**config.mk**
```make
export PLATFORM = sky130hd
export DESIGN_NAME = alu_resp_unit
export DESIGN_NICKNAME = d
export VERILOG_FILES = /design/src/rtl/alu_resp_unit.sv
export SDC_FILE = /design/constraint.sdc
export NUM_CORES = 1
export LEC_CHECK = 0
export BUFFER_PORTS_ARGS = -buffer_cell sky130_fd_sc_hd__buf_2
export CAP_MARGIN = 10
export CORE_MARGIN = 2
export CORE_UTILIZATION = 47
export DETAILED_ROUTE_END_ITERATION = 8
export PLACE_DENSITY = 0.71
export SYNTH_ARGS = -nofsm -noshare
export SYNTH_HDL_FRONTEND = slang
export SYNTH_SLANG_ARGS = --single-unit
```
**constraint.sdc**
```tcl
create_clock -name clk -period 2.65 [get_ports clk]
set_input_delay 0.1325 -clock clk [delete_from_list [all_inputs] [get_ports clk]]
set_output_delay 0.1325 -clock clk [all_outputs]
set_load 0.02 [all_outputs]
```
**src/rtl/alu_resp_unit.sv**
```systemverilog
// Handshaked 4-op ALU responder with a 2-entry in-order response buffer and a
// saturating overflow counter. Request accept and response pop share one clock.
module alu_resp_unit #(
  parameter int WIDTH = 4
) (
  input  logic             clk,
  input  logic             rst,
  input  logic             in_valid,
  output logic             in_ready,
  input  logic [1:0]       in_opcode,
  input  logic [WIDTH-1:0] in_a,
  input  logic [WIDTH-1:0] in_b,
  output logic             out_valid,
  input  logic             out_ready,
  output logic [WIDTH-1:0] out_result,
  output logic             out_error,
  output logic [7:0]       err_count
);

  function automatic logic [WIDTH:0] alu_eval(input logic [1:0] op,
                                              input logic signed [WIDTH-1:0] a,
                                              input logic signed [WIDTH-1:0] b);
    logic signed [WIDTH-1:0] r;
    logic                    e;
    r = '0;
    e = 1'b0;
    case (op)
      2'b00: r = ~(a & b);
      2'b01: r = a ^ b;
      2'b10: begin
        r = a + b;
        e = (a[WIDTH-1] == b[WIDTH-1]) && (r[WIDTH-1] != a[WIDTH-1]);
      end
      default: begin
        r = a - b;
        e = (a[WIDTH-1] != b[WIDTH-1]) && (r[WIDTH-1] != a[WIDTH-1]);
      end
    endcase
    return {e, r};
  endfunction

  function automatic logic [7:0] sat_inc8(input logic [7:0] v);
    return (v == 8'hFF) ? v : v + 8'd1;
  endfunction

  logic [WIDTH-1:0] res_mem [2];
  logic             err_mem [2];
  logic [1:0]       count_q, count_d;
  logic             wr_ptr_q, wr_ptr_d;
  logic             rd_ptr_q, rd_ptr_d;
  logic [7:0]       err_cnt_q, err_cnt_d;
  logic [WIDTH:0]   eval;
  logic             push, pop;

  assign eval      = alu_eval(in_opcode, in_a, in_b);
  assign in_ready  = (count_q < 2'd2) && !rst;
  assign out_valid = (count_q != 2'd0);
  assign push      = in_valid && in_ready;
  assign pop       = out_valid && out_ready;

  assign out_result = out_valid ? res_mem[rd_ptr_q] : '0;
  assign out_error  = out_valid ? err_mem[rd_ptr_q] : 1'b0;
  assign err_count  = err_cnt_q;

  always_comb begin
    count_d   = count_q;
    wr_ptr_d  = wr_ptr_q;
    rd_ptr_d  = rd_ptr_q;
    err_cnt_d = err_cnt_q;
    if (push) wr_ptr_d = ~wr_ptr_q;
    if (pop)  rd_ptr_d = ~rd_ptr_q;
    case ({push, pop})
      2'b10:   count_d = count_q + 2'd1;
      2'b01:   count_d = count_q - 2'd1;
      default: count_d = count_q;
    endcase
    if (push && eval[WIDTH]) err_cnt_d = sat_inc8(err_cnt_q);
  end

  // Control state: cleared asynchronously so buffered entries vanish at once.
  always_ff @(posedge clk or posedge rst) begin
    if (rst) begin
      count_q   <= 2'd0;
      wr_ptr_q  <= 1'b0;
      rd_ptr_q  <= 1'b0;
      err_cnt_q <= 8'd0;
    end else begin
      count_q   <= count_d;
      wr_ptr_q  <= wr_ptr_d;
      rd_ptr_q  <= rd_ptr_d;
      err_cnt_q <= err_cnt_d;
    end
  end

  // Payload storage needs no reset: outputs are masked while the buffer is empty.
  always_ff @(posedge clk) begin
    if (push) begin
      res_mem[wr_ptr_q] <= eval[WIDTH-1:0];
      err_mem[wr_ptr_q] <= eval[WIDTH];
    end
  end

endmodule

```
# ---- Yosys cells after proc, flatten, opt, wreduce, memory -nomap -nowiden
# Memory sizes are Yosys's and may differ from the RTL's.
# Index checks and enable logic that the tools add are counted.
dict set report word_totals {
  output_inout_bits 15
  ramBits 10
  latch_bits 0
  mem_bits_ro 0
  input_bits 14
  n_memories 2
  regBits 12
}
# name depth word_bits rd rd_clocked_by_memory_dff write_ports line_no
set memory_table {}
lappend memory_table {res_mem 2 4 1 0 1 46} ;# logic [WIDTH-1:0] res_mem [2];
lappend memory_table {err_mem 2 1 1 0 1 47} ;# logic err_mem [2];
dict set report classes {
  shifts 0
  order_cmp 1
  bitwise 6
  n_reduce_logical 12
  eq_ne 9
  n_mux 7
  multipliers 0
  div 0
  n_addsub 5
}
# operator n
set op_table {}
lappend op_table {{$pmux W4 S3} 1}
lappend op_table {{$add A8 B1 Y8 const B} 1}
lappend op_table {{$eq A8 B8 Y1 const B} 1}
lappend op_table {{$logic_and A1 B1 Y1} 6}
lappend op_table {{$add A4 B4 Y4} 1}
lappend op_table {{$and A4 B4 Y4} 1}
lappend op_table {{$eq A2 B1 Y1 const B} 2}
lappend op_table {{$eq A2 B2 Y1 const B} 2}
lappend op_table {{$mux W4} 1}
lappend op_table {{$not A4 Y4} 1}
lappend op_table {{$pmux W2 S2} 1}
lappend op_table {{$reduce_bool A2 Y1} 2}
lappend op_table {{$sub A4 B4 Y4} 1}
lappend op_table {{$xor A4 B4 Y4} 1}
lappend op_table {{$mux W1} 3}
lappend op_table {{$ne A1 B1 Y1} 3}
lappend op_table {{$not A1 Y1} 3}
lappend op_table {{$add A2 B1 Y2 const B} 1}
lappend op_table {{$logic_not A2 Y1} 1}
lappend op_table {{$lt A2 B2 Y1 const B} 1}
lappend op_table {{$pmux W1 S2} 1}
lappend op_table {{$reduce_and A2 Y1} 1}
lappend op_table {{$reduce_or A2 Y1} 1}
lappend op_table {{$sub A2 B1 Y2 const B} 1}
lappend op_table {{other kinds (2)} 2}

# ---- Logic depth before layout (Yosys ltp)
dict set report logic_depth {
  depth_word 6
  mapped_depth 8
  ltp_nobuf 8
}

# ---- Worst setup path before layout
# OpenSTA, ideal clock, no wires.
dict set report synth_path {
  kind {flip-flop to flip-flop}
  startpoint {register err_cnt_q[0] (netlist: err_count[0])}
  endpoint {register err_cnt_q[1] (netlist: err_count[1])}
  n_path_buf 0
  period_less_slack_ns 1.996
  setup_ns 0.128
  t_arrival_ns 1.869
  path_stages_with_launch 7
  setup_slack_ns 0.654
  cell_sequence {dfrtp_1 -> ha_1 -> nand3_1 -> or2_2 -> o21bai_1 -> nor2_1 -> mux2_1}
}
dict set report synth_via {
  elab_chain_len 3
  word_cells_on_any_way 4
}
# item line_no
set synth_lines {}
lappend synth_lines {{from (decl)} 51} ;# logic [7:0] err_cnt_q, err_cnt_d;
lappend synth_lines {{from (signal assigned)} 91} ;# err_cnt_q <= err_cnt_d;
lappend synth_lines {{parallel branches: the longest is 3 deep, another holds $add A8 B1 Y8} --}
# Parallel ways; which one is timed is not known.
# A chain may end at the register's enable or synchronous reset.

# ---- Final worst setup path
# Same ends and word-level chain as after synthesis.

==> metrics <==
status finished with violations; failing checks design-rule violations; Synth Instances 130; most common library cell in the layout ignoring fill and taps buf_2; Port Buffers 28; GR Util met1 0.183; layout cells sized above 1 0.239; area grow syn2layout 13.2%; H-tree levels 1; fraction of registers with async set/reset 0.545; antenna cells 0; Total Wirelength 2340 um; Hold Path Cell Cnt 3; max-cap check violation count 0; DRC 3; CTS Root Cell clkbuf_4; Crit Path Max Fanout 7; Initial Util 0.506; XOR/XNOR Fraction of Synth Area 0.0864; vias per cell 5.17; Yosys warnings 0; Max clock buf depth 2; most frequent cells in the layout buf_2 (28), dfrtp_1 (12), nor2_1 (11), inv_1 (11), edfxtp_1 (10); FF-to-FF End err_count[1]; final instance area 1610 sq um; peak supply drop 251 uV; met2 GRT Util 0.241; setup tns final 0 ps; Post-Syn Area between 1000 and 1500 sq um; Final ANT Viol Nets 0; Yosys reg bits 22; Die W between 50 and 60 um; CP endpoint kind register; Hold Path Sink wr_ptr_q; Final #Nets 185; synth unique cells 42; largest family of logic cells by synthesized area simple AND/OR/NAND/NOR gates; vias in the first global route approximately 900; slew margin rel. 0.685; crit path time final 2080 ps; CTS tree yes; all-layer global routing usage 0.144; area of the multi-input gates 749 sq um; Slew Limit Fails 0; area leader, netlist dfrtp_1; unrepaired setup endpoints after global routing false; LEAKAGE 0.777 nW; Yosys top cell area share 0.212; CTS buffer count 3; r2r worst-path depth 6; Die Ht between 50 and 60 um; final setup fails 0; synthesized-area fraction occupied by adder cells 0.108; dpl cell area around 1600 sq um; r2r setup slk 570 ps; Avg Inst Size Synth 10.9 sq um; Post-synth EDFFs 10; post-synthesis mux area share 0.0723; met3 Use GR 0.0132; Sequential Area 601 sq um; Fin. Hold Viols 0; Synth area leaders dfrtp_1 (21%), edfxtp_1 (21%), ha_1 (7.9%); 1st-iter DRT viols 23; Synth Area in Compound Gates 0.0608; fin crit share 0.786; sequential area share after synthesis 0.423; first-pass GRT wire length 3790 um; GPL Wtd Cong 0.849; Syn Nets 155; core area roughly 2800 sq um; pin count of the biggest net entering global routing 14; critical path class register to register; Hold Path Class input pin to register; row count 19; Top FF cell, synth dfrtp_1; routed len/inst about 12 um; Achievable Freq 480 MHz; number of I/O pins 29; Reg-to-Reg Start err_count[0]; initial antenna violation count 0; Power Dens Cells 684 nW/um^2; Post-DP HPWL 1840 um; Worst Skew 6.99 ps; vias 982; Pre-antenna DRT Iters 6; min-delay src in_valid; Required @ worst endpoint 2860 ps; Num Clock Sinks 22; Clock Latency Late Sink 310 ps; Crit path arrival time 2290 ps; Least-Margin Pin Slew about 470 ps; startpoint types register; Die ar. 3470 sq um; Post-Synth Simple-Gate Area 0.201; CTS clk-pin slew, worst paths ~110 ps; most crowded layer after global routing met2; total gr overflow 0; fill cell instance count of the final layout 263; postcts setup bufs 0
critical path: stages, from the launching register on:
cell and delay [ps]:
dfrtp_1 470, ha_1 200, nand3_1 110, or2_2 320, o21bai_1 410, nor2_1 140
mux2_1 330
per-layer routing:
metal,share of wire,vias to the layer above,wire [um]
met1,0.47,449,1090
met5,0,-,0
met4,0.019,0,45
li1,-,509,-
met2,0.48,20,1120
met3,0.033,4,77
report_power, final:
group	leakage [nW]	internal [W]	switching, W
Sequential	0.247	0.000429	0.0000730
Combinational	0.515	0.000186	0.000257
Clock	0.0150	0.0000588	0.0000954
cells in the mapped netlist (all sizes together) (2+ instances only):
library cell  count
inv              11
fa                2
nand2b            2
nor3              6
nor2             11
nor4              3
xor2              9
ha                9
nand4             2
edfxtp           10
buf               3
xnor2             5
dfrtp            12
o21a              2
nand3             3
mux2              2
mux2i             8
nand2             8
nor2b             2
o21ai             4
cell type report:
class / instances / area share
clock buffer: 4 / 0.0164
inverter: 11 / 0.0257
multi-input combinational: 93 / 0.467
sequential: 22 / 0.374
tap: 31 / 0.0241
timing repair buffer: 29 / 0.0935
worst max path at each step:
stage / slack, ps / start / end
finish: 570 / err_count[0] / err_count[1]
global route: 420 / err_count[0] / err_count[1]
CTS: 570 / err_count[0] / err_count[1]
detailed placement: 460 / in_b[2] / err_count[1]
global placement: 540 / in_b[2] / err_count[1]
floorplan: 650 / err_count[0] / err_count[1]
flip-flops by register name, indices dropped and copies added (netlist names):
name	count
err_mem	2
wr_ptr_q	1
count_q	2
rd_ptr_q	1
res_mem	8
err_count	8
metrics by stage:
| step | hold WS [ps] | std cells | utilization | total power, W | setup slack, ps |
|---|---|---|---|---|---|
| 6_report | 166 | 190 | 0.573 | 0.00110 | 566 |
| 5_1_grt | 187 | 190 | 0.573 | 0.00117 | 424 |
| 4_1_cts | 160 | 190 | 0.573 | 0.00111 | 570 |
| 3_5_place_dp | 178 | 185 | 0.560 | 0.000957 | 459 |
| 3_3_place_gp | 168 | 185 | 0.560 | 0.000942 | 540 |
| 2_1_floorplan | -2.80 | 130 | - | 0.000830 | 654 |
kinds of logic (layout without fill, tap and decap cells):
kind of cell / count (synthesis) / count (layout)
flip-flops: 22 / 22
XOR/XNOR: 14 / 14
AO/OA/AOI/OAI: 13 / 13
AND/OR/NAND/NOR: 45 / 45
adder cells (fa/ha/maj): 11 / 11
buffers and inverters: 15 / 44
multiplexers: 10 / 10
what timing repair did:
action,in CTS,in global routing
hold buffers,1,0
endpoints found under the hold margin,12,0
gates resized for setup,0,0
endpoints found under the setup margin,0,0
(Power assumes the default switching activity.)
